File: config.mk
export PLATFORM = sky130hd
export DESIGN_NAME = sfx_arbiter
export DESIGN_NICKNAME = d
export VERILOG_FILES = /design/src/rtl/sfx_pkg.sv /design/src/rtl/sfx_tone_gen.sv /design/src/rtl/sfx_arbiter.sv
export SDC_FILE = /design/constraint.sdc
export NUM_CORES = 1
export LEC_CHECK = 0
export ABC_AREA = 1
export CAP_MARGIN = 20
export CORE_MARGIN = 2
export CORE_UTILIZATION = 40
export DETAILED_ROUTE_END_ITERATION = 16
export PLACE_DENSITY_LB_ADDON = 0.1
export SYNTH_ARGS = -nofsm -noshare
export SYNTH_HDL_FRONTEND = slang
export SYNTH_SLANG_ARGS = --single-unit
File: constraint.sdc
create_clock -name clk -period 2.7 [get_ports clk]
set_clock_uncertainty 0.05 [all_clocks]
set_input_delay 0.81 -clock clk [delete_from_list [all_inputs] [get_ports clk]]
set_output_delay 0.81 -clock clk [all_outputs]
set_load 0.01 [all_outputs]
File: src/rtl/sfx_pkg.sv
`default_nettype none
//--------------------------------------------------------------------------
// sfx_pkg: state encoding, per-effect tone tables and priority encoder.
// Rev 1.0 | optional: SFX_SWEEP_EN adds the per-frame sweep table
//--------------------------------------------------------------------------
package sfx_pkg;

  typedef enum logic [1:0] {
    ST_IDLE = 2'd0,
    ST_PLAY = 2'd1,
    ST_GAP  = 2'd2
  } sfx_state_t;

  localparam int SFX_NUM = 4;
  localparam int SFX_PERIOD [SFX_NUM] = '{12000, 20000, 8000, 30000};
  localparam int SFX_FRAMES [SFX_NUM] = '{4, 8, 2, 16};

  typedef struct packed {
    logic       valid;
    logic [7:0] idx;
  } prio_t;

  function automatic prio_t prio_encode(input logic [31:0] vec);
    prio_t r;
    r = '0;
    for (int i = 31; i >= 0; i--) begin
      if (vec[i]) begin
        r.valid = 1'b1;
        r.idx   = 8'(i);
      end
    end
    return r;
  endfunction

  // Table reads clamp degenerate entries so the tone counter always wraps.
  function automatic int sfx_period(input int idx);
    int p;
    p = (idx < SFX_NUM) ? SFX_PERIOD[idx] : 2;
    return (p < 2) ? 2 : p;
  endfunction

  function automatic int sfx_frames(input int idx);
    int f;
    f = (idx < SFX_NUM) ? SFX_FRAMES[idx] : 1;
    return (f < 1) ? 1 : f;
  endfunction

`ifdef SFX_SWEEP_EN
  localparam int SFX_SWEEP [SFX_NUM] = '{-200, 0, 500, 100};

  function automatic int sfx_sweep(input int idx);
    return (idx < SFX_NUM) ? SFX_SWEEP[idx] : 0;
  endfunction
`endif

endpackage
`default_nettype wire

File: src/rtl/sfx_tone_gen.sv
`default_nettype none
//--------------------------------------------------------------------------
// sfx_tone_gen: half-period counter, tone flop, mute gating, optional sweep.
// Rev 1.0 | optional: SFX_SWEEP_EN (frame_tick/sweep_in ports, sweep adder)
//--------------------------------------------------------------------------
module sfx_tone_gen #(
  parameter int PERIOD_W = 16
) (
  input  logic                       clk,
  input  logic                       rst_n,
  input  logic                       load,
  input  logic                       run,
  input  logic                       mute,
  input  logic [PERIOD_W-1:0]        period_in,
`ifdef SFX_SWEEP_EN
  input  logic                       frame_tick,
  input  logic signed [PERIOD_W:0]   sweep_in,
`endif
  output logic                       sound
);

  logic [PERIOD_W-1:0] period;
  logic [PERIOD_W-1:0] half_cnt;
  logic                tone;
  logic                wrap;
  logic                tone_next;

  // ">=" lets a sweep that shrinks the period below half_cnt wrap at once.
  assign wrap      = (half_cnt >= (period - PERIOD_W'(1)));
  assign tone_next = tone ^ wrap;

`ifdef SFX_SWEEP_EN
  localparam logic signed [PERIOD_W+1:0] PERIOD_MIN = 2;
  localparam logic signed [PERIOD_W+1:0] PERIOD_MAX = {2'b00, {PERIOD_W{1'b1}}};

  logic signed [PERIOD_W+1:0] sweep_sum;
  logic [PERIOD_W-1:0]        period_swept;

  always_comb begin
    sweep_sum = $signed({2'b00, period}) + $signed({sweep_in[PERIOD_W], sweep_in});
    if (sweep_sum < PERIOD_MIN)
      period_swept = PERIOD_W'(2);
    else if (sweep_sum > PERIOD_MAX)
      period_swept = '1;
    else
      period_swept = sweep_sum[PERIOD_W-1:0];
  end
`endif

  always_ff @(posedge clk) begin
    if (!rst_n) begin
      period   <= '0;
      half_cnt <= '0;
      tone     <= 1'b0;
      sound    <= 1'b0;
    end else if (load) begin
      period   <= period_in;
      half_cnt <= '0;
      tone     <= 1'b0;
      sound    <= 1'b0;
    end else if (run) begin
      half_cnt <= wrap ? '0 : half_cnt + PERIOD_W'(1);
      tone     <= tone_next;
      sound    <= tone_next & ~mute;
`ifdef SFX_SWEEP_EN
      if (frame_tick)
        period <= period_swept;
`endif
    end else begin
      half_cnt <= '0;
      tone     <= 1'b0;
      sound    <= 1'b0;
    end
  end

endmodule
`default_nettype wire

File: src/rtl/sfx_arbiter.sv
`default_nettype none
//--------------------------------------------------------------------------
// sfx_arbiter: fixed-priority sharing of the sound pin between effect requesters.
// Rev 1.0 | optional: SFX_SWEEP_EN (per-frame signed period sweep)
//--------------------------------------------------------------------------
module sfx_arbiter
  import sfx_pkg::*;
#(
  parameter int NUM_REQ  = 4,
  parameter int PERIOD_W = 16,
  parameter int DUR_W    = 6
) (
  input  logic                       clk,
  input  logic                       rst_n,
  input  logic                       frame_tick,
  input  logic [NUM_REQ-1:0]         req,
  input  logic                       mute,
  output logic                       sound,
  output logic                       busy,
  output logic                       grant,
  output logic [$clog2(NUM_REQ)-1:0] active_id
);

  localparam int ID_W = $clog2(NUM_REQ);

  sfx_state_t          state;
  sfx_state_t          state_next;
  logic [NUM_REQ-1:0]  pending;
  logic [NUM_REQ-1:0]  grant_onehot;
  logic [DUR_W-1:0]    dur;
  prio_t               prio;
  logic [ID_W-1:0]     win_id;
  logic                launch;
  logic                run;
  logic [PERIOD_W-1:0] period_load;
  logic [DUR_W-1:0]    frames_load;

  assign prio        = prio_encode(32'(pending));
  assign win_id      = ID_W'(prio.idx);
  assign period_load = PERIOD_W'(sfx_period(int'(win_id)));
  assign frames_load = DUR_W'(sfx_frames(int'(win_id)));

  always_comb begin
    state_next = state;
    launch     = 1'b0;
    case (state)
      ST_IDLE: begin
        if (prio.valid) begin
          launch     = 1'b1;
          state_next = ST_PLAY;
        end
      end
      ST_PLAY: begin
        // Preemption outranks the end-of-effect transition.
        if (prio.valid && (win_id < active_id))
          launch = 1'b1;
        else if (frame_tick && (dur == DUR_W'(1)))
          state_next = ST_GAP;
      end
      ST_GAP: begin
        if (frame_tick)
          state_next = ST_IDLE;
      end
      default: state_next = ST_IDLE;
    endcase
  end

  assign grant_onehot = launch ? (NUM_REQ'(1) << win_id) : '0;
  assign run          = (state == ST_PLAY) && (state_next == ST_PLAY);
  assign busy         = (state != ST_IDLE);

  always_ff @(posedge clk) begin
    if (!rst_n)
      state <= ST_IDLE;
    else
      state <= state_next;
  end

  always_ff @(posedge clk) begin
    if (!rst_n) begin
      pending   <= '0;
      grant     <= 1'b0;
      active_id <= '0;
      dur       <= '0;
    end else begin
      // A request landing on its own grant edge survives, so the effect replays.
      pending <= (pending & ~grant_onehot) | req;
      grant   <= launch;
      if (launch) begin
        active_id <= win_id;
        dur       <= frames_load;
      end else if ((state == ST_PLAY) && frame_tick) begin
        dur <= dur - DUR_W'(1);
      end
    end
  end

`ifdef SFX_SWEEP_EN
  logic signed [PERIOD_W:0] sweep_val;
  assign sweep_val = (PERIOD_W+1)'(sfx_sweep(int'(active_id)));
`endif

  sfx_tone_gen #(
    .PERIOD_W (PERIOD_W)
  ) u_tone (
    .clk        (clk),
    .rst_n      (rst_n),
    .load       (launch),
    .run        (run),
    .mute       (mute),
    .period_in  (period_load),
`ifdef SFX_SWEEP_EN
    .frame_tick (frame_tick),
    .sweep_in   (sweep_val),
`endif
    .sound      (sound)
  );

endmodule
`default_nettype wire
[Yosys cells after proc, flatten, opt, wreduce, memory -nomap -nowiden]
Index checks and enable logic that the tools add are counted.
Storage, ports and cells
  bits in read-only memories: 0
  register bits: 49
  output and inout port bits: 5
  bits in writable memories: 0
  memories kept: 0
  bits in latches: 0
  input bits: 8
Operators by class
  muxes and demuxes: 23
  bitwise operators: 9
  multiply operators: 0
  add/sub/neg operators: 3
  reduce and logical (&&, ||, !) cells: 9
  shifts and indexed selects: 1
  div/mod/pow operators: 0
  $lt $le $gt $ge: 5
  equality and inequality tests: 4
Operator list (number)
  binary-select mux 32 bit (select 2 bit): 2
  2-to-1 mux 32 bit: 4
  2-to-1 mux 9 bit: 4
  >= comparator 32 x 3 -> 1 bit, second input constant: 1
  < comparator 32 x 2 -> 1 bit, second input constant: 1
  < comparator 32 x 3 -> 1 bit, second input constant: 1
  NOT 2 -> 32 bit: 1
  2-to-1 mux 6 bit: 3
  adder 16 x 1 -> 16 bit, second input constant: 1
  >= comparator 16 bit: 1
  2-to-1 mux 16 bit: 1
  subtractor 16 x 1 -> 16 bit, second input constant: 1
  2-to-1 mux 2 bit: 4
  equality test 6 x 1 -> 1 bit, second input constant: 1
  case mux 2 bit (3 select lines): 1
  subtractor 6 x 1 -> 6 bit, second input constant: 1
  AND 4 bit: 1
  equality test 2 x 1 -> 1 bit, second input constant: 2
  logical AND 1 bit: 4
  2-to-1 mux 4 bit: 1
  NOT 4 bit: 1
  bitwise OR 4 bit: 1
  nonzero test 2 bit: 2
  OR reduction 4 bit: 1
  other kinds (10): 13

[Logic depth before layout (Yosys ltp)]
  word-level depth: 12
  depth in mapped cells: 18

[Cells and area by module]
From an unflattened synthesis, not the netlist that was laid out.
Second synthesis, totals
  cell total of the unflattened synthesis: 413
  area total of the unflattened synthesis: 3086.7 sq um
Modules (own cells, without submodules)
  sfx_tone_gen: cells each 280, times used 1, area each 2094.5 sq um, sequential area each 680.7 sq um
  sfx_arbiter: cells each 133, times used 1, area each 992.2 sq um, sequential area each 300.3 sq um

[Worst setup path after synthesis]
Ideal clock, no wire load.
  path kind: reg2reg
  start point: register u_tone.period[4]
  end point: register u_tone.half_cnt[11]
  library setup time: 0.121 ns
  period minus slack after synthesis: 2.241 ns
  buffers on the path: 1
  stages on the path, launching flop included: 19
  data arrival time: 2.070 ns
  slack: 0.459 ns
  cells stage by stage: dfxtp_1 -> inv_1 -> ha_1 -> nand3_1 -> nor2_1 -> nand2_1 -> xor2_1 -> inv_1 -> ha_1 -> nand2_1 -> inv_1 -> nand3_1 -> nor2_1 -> nand2_1 -> nand2_1 -> inv_1 -> nand2_4 -> buf_12 -> nor2_4
On the way
  cells in the longest elaborated chain, start to end: 3
RTL lines
  start, declared: line sfx_tone_gen.sv:22  | logic [PERIOD_W-1:0] period;
  start signal, assigned: line sfx_tone_gen.sv:57  | period <= period_in;
  subtractor 16 x 1 -> 16 bit: line sfx_tone_gen.sv:29  | assign wrap = (half_cnt >= (period - PERIOD_W'(1)));
  >= comparator 16 bit: line sfx_tone_gen.sv:29
  OR reduction 4 bit (no source line)
  end signal, assigned: line sfx_tone_gen.sv:62  | half_cnt <= wrap ? '0 : half_cnt + PERIOD_W'(1);
  end, declared: line sfx_tone_gen.sv:23  | logic [PERIOD_W-1:0] half_cnt;
No other way between the ends.
A chain may end at the register's enable or synchronous reset.

[Worst setup path after layout]
  start point: register u_tone.period[4]
  end point: register u_tone.half_cnt[13]
The elaborated chain is that of the path after synthesis.

==> summary.md <==
| Metric | Value |
|---|---|
| Worst Hold Slack | around 0.44 ns |
| Hold-critical path endpoint | pending[2] |
| Net Count, Synth | 351 |
| Clock root buffer | clkbuf_8 |
| Internal power | roughly 1.1 mW |
| Yosys top cell area share | 0.327 |
| Switching share of power | 0.325 |
| P_sw | 0.517 mW |
| Worst-margin pin slew | about 0.47 ns |
| Period utilization | 0.902 |
| Die Y | 82.2 um |
| Die ar. | 6760 um^2 |
| Final worst setup slack | 0.265 ns |
| Unrepaired setup endpoints after global routing | no |
| Post-DP Area | 2610 um^2 |
| # nets final | 366 |
| Clock buffer depth | 2 |
| Final hold violations | 0 |
| Fin util | 0.465 |
| Final Wtd Congestion | 0.781 |
| Syn avg cell area | about 7.6 um^2 |
| Total global-route track usage | 0.155 |
| N_diodes | 0 |
| Initial Util | 0.413 |
| Die Width | a little over 80 um |
| Clock buffer count from CTS | 5 |
| CP max FO | 8 |
| Global route overflow | 0 |
| Post-synth top cells | 55 x inv_1, 54 x nand2_1, 41 x nor2_1, 40 x dfxtp_1, 20 x ha_1 |
| FMAX | 0.411 GHz |
| Setup slack after placement | 0.126 ns |
| Startpoint Class | flop |
| Synth area leader | dfxtp_1 |
| Asr flop ratio synth | 0 |
| Max Slew Vio Count | 0 |
| CP max stage delay | 0.32 ns |
| Core area | 5920 um^2 |
| First-pass GRT wire length | between 7000 and 8000 um |
| Sequential power share | 0.424 |
| Total of warnings raised by yosys | 0 |
| Seq/Total Area, Yosys | 0.327 |
| Crit-path cells | inv_1 > ha_1 > nand3_1 > nor2_1 > nand2_1 > xor2_1 > inv_1 > ha_1 > nand2_1 > inv_1 > nand3_1 > a21oi_1 > nor2_1 > nand2_1 > inv_2 > nand2_8 > nor2_4 |
| DR vias/cell | 4.56 |
| Synth area leaders | dfxtp_1 33%, ha_1 10%, inv_1 8.4% |
| Status | completed |
| I/O Buffers | 12 |
| Cts repair resizes | 0 |
| First drt pass iteration count | 4 |
| VDD IR max | 272 uV |
| Most common cell in the netlist | inv_1 |
| WS Path Type | flop to flop |
| CP top delay family | simple AND/OR/NAND/NOR gates |
| Yosys reg bits | 40 |
| Sink Count | 40 |
| # rows | 28 |
| Logic pwr share | 0.264 |
| IO Count | 13 |
| Worst rel slew slack | 0.689 |
| Initial DRC Count | 86 |
| Buf/Inv on CP | 4 |
| Detailed Route WL | 4720 um |
| R2R setup slack | 0.26 ns |
| Layout cell share with drive strength beyond 1 | 0.112 |
| WP data arrival | 2.62 ns |
| Leakage | 1.20 nW |
| Vias in the first global route | 1608 |
| Setup TNS | 0 ns |
| PnR Total Power | 1.59 mW |
| Min-delay src | pending[2] |
| Setup violators final | 0 |
| Synth Cell Area | 2450 um^2 |
| Clk pwr share | 0.313 |
| Top FF cell, synth | dfxtp_1 |
| Worst path required time | 2.89 ns |
| Area grow syn2layout | 12.6% |
| Cell area after layout | 2760 um^2 |
| Routed via count | roughly 1.9k |
| Worst Hold Path Cells | 2 |
| Reg-to-reg endpoint | u_tone.half_cnt[13] |
| Fin cells | 414 |
| Remaining DRCs | 0 |
| PD cells | 577 nW/um^2 |
| Drt wl/cell | approximately 11 um |
| Fillers | approximately 620 |
| Max-Cap Viols | 0 |
| Detail Route Antenna Nets | 0 |
| Clock slew at reported path FFs | 0.08 ns |
| Worst-skew pair later-pin latency | 0.29 ns |
| Synth cell types | 27 |
| HP Class | flop to flop |
| Post-layout min period | between 2 and 2.5 ns |
| CP max-delay cell | dfxtp_1 |
| RR Startpoint | u_tone.period[4] |
| Largest net degree at the start of global routing | 17 |
| Placed cells | 405 |
| CP endpoint kind | flop |
| TritonCTS clock tree | yes |
| Post-synth EDFFs | 0 |
| Hpwl dp | 3580 um |
| Worst R2R Path Depth | 17 |
| Crit. Startpoint | u_tone.period[4] |
| Initial antenna violation count | 0 |
| Synth Instances | 323 |
| H-Tree Depth | 2 |
| Postcts setup bufs | 0 |
| Post-CTS Hold Fix Bufs | 0 |
[layout by cell type, fill, tap and decap left out, drive strengths merged]
| master | count |
|---|---|
| dfxtp | 40 |
| nand2 | 64 |
| nand3 | 22 |
| o21ai | 8 |
| nor2 | 53 |
| nor3 | 4 |
| xnor2 | 10 |
| clkinvlp | 1 |
| nand4 | 3 |
| nor4 | 1 |
| clkdlybuf4s50 | 12 |
| xor2 | 15 |
| ha | 20 |
| clkbuf | 5 |
| o21bai | 6 |
| o22ai | 4 |
| clkinv | 1 |
| a21oi | 12 |
| bufinv | 1 |
| inv | 57 |
[registers in the layout (all words and copies together) (netlist names)]
register,flops
active_id,1
dur,6
grant,1
u_tone.period,8
u_tone.half_cnt,16
pending,4
u_tone.sound,1
u_tone.tone,1
state,2
[worst register-to-register path, delay by kind of cell (launching register included)]
family	cells	cell delay (ns)
xor+xnor	1	0.13
flops	1	0.32
simple gates	9	0.95
fa+ha+maj	2	0.50
compound gates	1	0.06
buf+inv	4	0.39
[worst max path at each step]
stage	slack, ns	cells after the start	end
after floorplan	0.46	18	u_tone.half_cnt[11]
after global placement	0.23	14	u_tone.half_cnt[12]
after detailed placement	0.13	17	u_tone.half_cnt[12]
after CTS	0.1	17	u_tone.half_cnt[12]
after global routing	0.02	17	u_tone.half_cnt[5]
final	0.26	17	u_tone.half_cnt[13]
[power by group through the flow]
stage / Combinational, mW / Clock, mW / Sequential, mW
floorplan: 0.334 / 0 / 0.678
global placement: 0.412 / 0 / 0.686
detailed placement: 0.413 / 0 / 0.686
CTS: 0.415 / 0.519 / 0.673
global route: 0.484 / 0.543 / 0.680
finish: 0.419 / 0.497 / 0.674
[logic make-up after synthesis]
| family | Yosys count | share of synthesized area |
|---|---|---|
| flops | 40 | 0.327 |
| simple gates | 146 | 0.302 |
| fa+ha+maj | 20 | 0.102 |
| compound gates | 30 | 0.0711 |
| buf+inv | 62 | 0.108 |
| xor+xnor | 25 | 0.0895 |
[layer usage]
metal,global-route usage,share of wire,vias up
li1,-,-,1032
met1,0.235,0.56,825
met2,0.209,0.40,25
met3,0.0359,0.033,5
met4,0.0550,0.012,0
met5,0,0,-
[area by class of cell]
cell class                      count  area, um^2  share of cell area
Multi-Input combinational cell    222        1420               0.514
Sequential cell                    40         801               0.291
Inverter                           57         214              0.0777
Timing Repair Buffer               12         120              0.0436
Tap cell                           75        93.8              0.0341
Clock buffer                        5        68.8              0.0250
Clock inverter                      3        42.5              0.0154
(Power assumes the default switching activity.)
